===== src/rtl/cache_arbiter.sv =====
// Arbitrates the single physical-memory port between icache fills and dcache fills/write-backs.
// Optional performance counters are enabled by defining CACHE_ARBITER_PERF_EN.
module cache_arbiter #(
  parameter int LINE_W   = 128,
  parameter int MAX_WAIT = 4
) (
  input  logic              clk,
  input  logic              reset_n,
  input  logic              icache_pmem_read,
  input  logic [15:0]       icache_pmem_address,
  output logic [LINE_W-1:0] icache_pmem_rdata,
  output logic              icache_pmem_resp,
  input  logic              dcache_pmem_read,
  input  logic              dcache_pmem_write,
  input  logic [15:0]       dcache_pmem_address,
  input  logic [LINE_W-1:0] dcache_pmem_wdata,
  output logic [LINE_W-1:0] dcache_pmem_rdata,
  output logic              dcache_pmem_resp,
  output logic              pmem_read,
  output logic              pmem_write,
  output logic [15:0]       pmem_address,
  output logic [LINE_W-1:0] pmem_wdata,
  input  logic [LINE_W-1:0] pmem_rdata,
  input  logic              pmem_resp
`ifdef CACHE_ARBITER_PERF_EN
  ,
  output logic [31:0]       perf_igrants,
  output logic [31:0]       perf_dgrants,
  output logic [31:0]       perf_conflicts
`endif
);

  localparam logic [1:0] IDLE    = 2'd0;
  localparam logic [1:0] SERVE_I = 2'd1;
  localparam logic [1:0] SERVE_D = 2'd2;

  localparam logic [3:0] MAX_WAIT_C = 4'(MAX_WAIT);

  logic [1:0]        state_q, state_d;
  logic [3:0]        wait_cnt_q, wait_cnt_d;
  logic              pmem_read_q, pmem_read_d;
  logic              pmem_write_q, pmem_write_d;
  logic [15:0]       pmem_address_q, pmem_address_d;
  logic [LINE_W-1:0] pmem_wdata_q, pmem_wdata_d;

  logic i_req;
  logic d_req;
  logic conflict;
  logic grant_i;
  logic grant_d;

  assign i_req    = icache_pmem_read;
  assign d_req    = dcache_pmem_read | dcache_pmem_write;
  assign conflict = (state_q == IDLE) & i_req & d_req;

  // dcache wins conflicts unless icache has already lost MAX_WAIT of them in a row.
  always_comb begin
    grant_i = 1'b0;
    grant_d = 1'b0;
    if (state_q == IDLE) begin
      if (i_req && d_req) begin
        if (wait_cnt_q >= MAX_WAIT_C) grant_i = 1'b1;
        else                          grant_d = 1'b1;
      end else if (i_req) begin
        grant_i = 1'b1;
      end else if (d_req) begin
        grant_d = 1'b1;
      end
    end
  end

  always_comb begin
    state_d        = state_q;
    pmem_read_d    = pmem_read_q;
    pmem_write_d   = pmem_write_q;
    pmem_address_d = pmem_address_q;
    pmem_wdata_d   = pmem_wdata_q;
    case (state_q)
      IDLE: begin
        pmem_read_d  = 1'b0;
        pmem_write_d = 1'b0;
        if (grant_i) begin
          state_d        = SERVE_I;
          pmem_read_d    = 1'b1;
          pmem_address_d = icache_pmem_address;
        end else if (grant_d) begin
          state_d        = SERVE_D;
          pmem_address_d = dcache_pmem_address;
          // A simultaneous read+write from dcache is resolved as a write-back.
          if (dcache_pmem_write) begin
            pmem_write_d = 1'b1;
            pmem_wdata_d = dcache_pmem_wdata;
          end else begin
            pmem_read_d  = 1'b1;
          end
        end
      end
      SERVE_I, SERVE_D: begin
        if (pmem_resp) begin
          state_d      = IDLE;
          pmem_read_d  = 1'b0;
          pmem_write_d = 1'b0;
        end
      end
      default: begin
        state_d      = IDLE;
        pmem_read_d  = 1'b0;
        pmem_write_d = 1'b0;
      end
    endcase
  end

  always_comb begin
    wait_cnt_d = wait_cnt_q;
    if (grant_i) begin
      wait_cnt_d = 4'd0;
    end else if (grant_d && i_req && (wait_cnt_q != 4'hF)) begin
      wait_cnt_d = wait_cnt_q + 4'd1;
    end
  end

  always_ff @(posedge clk or negedge reset_n) begin
    if (!reset_n) begin
      state_q        <= IDLE;
      wait_cnt_q     <= 4'd0;
      pmem_read_q    <= 1'b0;
      pmem_write_q   <= 1'b0;
      pmem_address_q <= 16'd0;
      pmem_wdata_q   <= '0;
    end else begin
      state_q        <= state_d;
      wait_cnt_q     <= wait_cnt_d;
      pmem_read_q    <= pmem_read_d;
      pmem_write_q   <= pmem_write_d;
      pmem_address_q <= pmem_address_d;
      pmem_wdata_q   <= pmem_wdata_d;
    end
  end

  assign pmem_read    = pmem_read_q;
  assign pmem_write   = pmem_write_q;
  assign pmem_address = pmem_address_q;
  assign pmem_wdata   = pmem_wdata_q;

  // Responses pass straight through so the cache sees resp in the same cycle as pmem.
  assign icache_pmem_resp  = (state_q == SERVE_I) & pmem_resp;
  assign dcache_pmem_resp  = (state_q == SERVE_D) & pmem_resp;
  assign icache_pmem_rdata = pmem_rdata;
  assign dcache_pmem_rdata = pmem_rdata;

`ifdef CACHE_ARBITER_PERF_EN
  logic [31:0] perf_igrants_q, perf_igrants_d;
  logic [31:0] perf_dgrants_q, perf_dgrants_d;
  logic [31:0] perf_conflicts_q, perf_conflicts_d;

  always_comb begin
    perf_igrants_d   = perf_igrants_q   + {31'd0, grant_i};
    perf_dgrants_d   = perf_dgrants_q   + {31'd0, grant_d};
    perf_conflicts_d = perf_conflicts_q + {31'd0, conflict};
  end

  always_ff @(posedge clk or negedge reset_n) begin
    if (!reset_n) begin
      perf_igrants_q   <= 32'd0;
      perf_dgrants_q   <= 32'd0;
      perf_conflicts_q <= 32'd0;
    end else begin
      perf_igrants_q   <= perf_igrants_d;
      perf_dgrants_q   <= perf_dgrants_d;
      perf_conflicts_q <= perf_conflicts_d;
    end
  end

  assign perf_igrants   = perf_igrants_q;
  assign perf_dgrants   = perf_dgrants_q;
  assign perf_conflicts = perf_conflicts_q;
`else
  logic unused_conflict;
  assign unused_conflict = conflict;
`endif

endmodule


===== config.mk =====
export PLATFORM = sky130hd
export DESIGN_NAME = cache_arbiter
export DESIGN_NICKNAME = d
export VERILOG_FILES = /design/src/rtl/cache_arbiter.sv
export SDC_FILE = /design/constraint.sdc
export NUM_CORES = 1
export LEC_CHECK = 0
export BUFFER_PORTS_ARGS = -buffer_cell sky130_fd_sc_hd__buf_4
export CORE_AREA = 3 3 267 269
export CTS_CLUSTER_SIZE = 20
export DETAILED_ROUTE_END_ITERATION = 8
export DIE_AREA = 0 0 270 272
export SYNTH_ARGS = -nofsm -noshare
export SYNTH_HDL_FRONTEND = slang
export SYNTH_SLANG_ARGS = --single-unit

===== constraint.sdc =====
create_clock -name clk -period 1.6 [get_ports clk]
set_input_delay 0.24 -clock clk [delete_from_list [all_inputs] [get_ports clk]]
set_output_delay 0.24 -clock clk [all_outputs]
set_load 0.02 [all_outputs]

==> flow_summary.yaml <==
cts:
  cts_tree: "built"
  cts_root_buffer: "clkbuf_16"
  htreeDepth: 4
  cts.sinks: 152
  clock_latency_ns: 0.48
  cts.path.max_buffers: 2
  numCtsBuffers: 17
  clk_pin_slew_ns: 0.08
yosys:
  ys_top_cells_by_count: "buf_4 (256), dfrtp_1 (152), mux2_4 (109)"
  syn_inst: 624
  avgSynthCellArea_um2: 13.3
  synth_fp_nets: 922
  ys_dominant_reg_cell: "dfrtp_1"
  synth_edf_count: 0
  synth_area_um2: 8320
  yosys-top-cells-area: "dfrtp_1 (46%), buf_4 (23%), mux2_4 (20%)"
  ys_ff_latch: 152
  async_flop_share_pct: 100
  synth_top_area_cell: "dfrtp_1"
  ys_seq_area_share_pct: 45.7
  synth_top_area_share_pct: 45.7
  post-synth-top-count-cell: "buf_4"
  ys_warn_count: 0
  synth_cell_types: 33
placed_design:
  numPortBuffers: 313
  place.gp.congestion: 0.803
  place_inst: 1642
  dpl.hpwl_um: 19200
routing:
  wirelength_um: 27400
  dr.pass1.iters: 4
  drt-initial-drc-count: 159
  vias: 5505
  vias_per_cell: 2.99
  ant_nets: 0
  wl_per_cell_um: 14.9
  drc: 0
sta:
  setup_viol: 143
  setup_slack_ns: -0.127
  setup_tns_ns: -10.19
  hold_viol: 0
  slew_headroom_pct: 64.1
  worst_pin_slew_ns: 0.538
  hold_slack_ns: 0.156
  fin_crit_ns: 1.73
  clock_skew_ns: 0.0188
  rsz0062_at_grt: "yes"
  max_clock_freq_mhz: 579
  finalMaxSlewViolations: 0
  fin_crit_sh_pct: 108
global_routing:
  busiest_layer: "met2"
  antenna_found_initial: 2
  grt_max_degree: 46
  grtUsageMet1_pct: 7.08
  grt_use_total_pct: 7.21
  grtUsageMet3_pct: 4.36
  grt_use_met2_pct: 11.5
  grt-ovfl-total: 0
  grt_pass1_wl_um: 39500
  grt_pass1_vias: 6298
setup_path:
  end_kind: "register"
  crit_start: "state_q[0]"
  cp_slowest_stage_delay_ns: 0.40
  critPathMaxFanout: 29
  cp_num_buf_inv: 3
  cpLargestDelayFamily: "buffers and inverters"
  r2r_start: "state_q[0]"
  path_class: "register to register"
  crit_chain: "inv_2 > ha_4 > and3_4 > buf_12 > buf_16 > mux2_4"
  cp.required_ns: 1.95
  cp-start-kind: "register"
  cp_slowest_cell: "dfrtp_1"
  arrival_ns: 2.08
worst_hold_path:
  hold_start: "pmem_resp"
  hp-class: "input pin to register"
power_and_ir_drop:
  p_leak_nw: 5.74
  p_seq_share_pct: 30.2
  comb_power_share_pct: 52.7
  switchingPower_mw: 8.72
  total_power_mw: 23.4
  switching_share_pct: 37.3
  p_per_area_nw_per_um2: 1860
  vdd_drop_max_mv: 0.920
  p_int_mw: 14.7
  clock_power_share_pct: 17.1
die:
  pin_count: 698
  die_width_um: 270
  coreArea_um2: 68800
  die_y_um: 272
  die_area_um2: 73400
  start_util_pct: 12.1
  rows: 96
final_layout:
  finalNonFillerCells: 1843
  drive_above_1_share_pct: 61.0
  fillers: 7432
  layout.nets: 1195
  area_delta_synth_final_pct: 51.1
flow_run:
  cap_violations: 0
status:
  violations: "setup timing"
  status: "finished, violations left"
layer usage:
| layer | up-vias | wire length, um |
|---|---|---|
| li1 | 2394 | - |
| met1 | 2645 | 9950 |
| met2 | 396 | 13000 |
| met3 | 68 | 3390 |
| met4 | 2 | 959 |
| met5 | - | 37 |
worst paths after layout:
kind	endpoint	depth (start not counted)	slack, ns
max	pmem_wdata[118]	6	-0.13
min	pmem_read	4	0.16
max reg2reg	pmem_wdata[118]	6	-0.13
min reg2reg	pmem_wdata[90]	1	0.51
max in group asynchronous	pmem_wdata[34]	3	0.70
min in group asynchronous	pmem_wdata[19]	2	0.30
timing repair:
item / CTS / global route
hold endpoints to repair: 180 / 0
gates cloned: 0 / 4
buffers inserted: 0 / 3
endpoints found under the setup margin: 139 / 146
hold buffers: 161 / 0
pin swaps: 2 / 1
resized for setup: 14 / 10
power by group through the flow:
stage	clock network [mW]	logic, mW	registers (mW)
final	4.01	12.3	7.05
after global routing	4.40	13.0	7.30
after CTS	4.28	12.0	7.04
after detailed placement	0	11.6	7.04
after global placement	0	11.3	7.06
after floorplan	0	5.67	9.17
layout by cell type (no fill, tap or decap), types with 5 or more instances in the layout:
master / n
a221o_1: 7
a221o_2: 9
and2_1: 17
buf_12: 9
buf_4: 349
buf_6: 7
clkbuf_16: 20
dfrtp_1: 152
dlygate4sd3_1: 161
inv_6: 5
mux2_2: 21
mux2_4: 109
worst register-to-register path: stages, from the launching register on:
cell and delay [ns]:
dfrtp_1 0.40, inv_2 0.09, ha_4 0.13, and3_4 0.19, buf_12 0.19, buf_16 0.27
mux2_4 0.32
flip-flops by register name, summed over array words and instances (netlist names):
register      count
pmem_address     16
pmem_read         1
pmem_wdata      128
pmem_write        1
state_q           2
wait_cnt_q        4
layout make-up:
class / instances / area, um^2 / area share [%]
timing repair buffer: 530 / 4590 / 36.5
sequential: 152 / 3800 / 30.2
multi-input combinational: 194 / 2440 / 19.4
tap: 931 / 1160 / 9.26
clock buffer: 17 / 425 / 3.38
clock inverter: 15 / 139 / 1.10
inverter: 2 / 7.51 / 0.0597
antenna: 2 / 5.00 / 0.0398
logic make-up after synthesis:
kind of cell,count (synthesis),share of synthesized area (%)
adders and majority gates,4,0.601
and+or+nand+nor,34,2.56
buffers and inverters,278,25.6
DFF,152,45.7
muxes,130,22.5
AOI/OAI and AO/OA,26,3.04
metrics by stage:
stage | instance area (um^2) | utilization, % | setup WS [ns]
floorplan | 8430 | - | -0.0457
global placement | 10200 | 14.8 | -0.0707
detailed placement | 10200 | 14.8 | -0.0927
CTS | 12400 | 18.1 | -0.143
global route | 12600 | 18.3 | -0.185
finish | 12600 | 18.3 | -0.127
(Power assumes the default switching activity.)
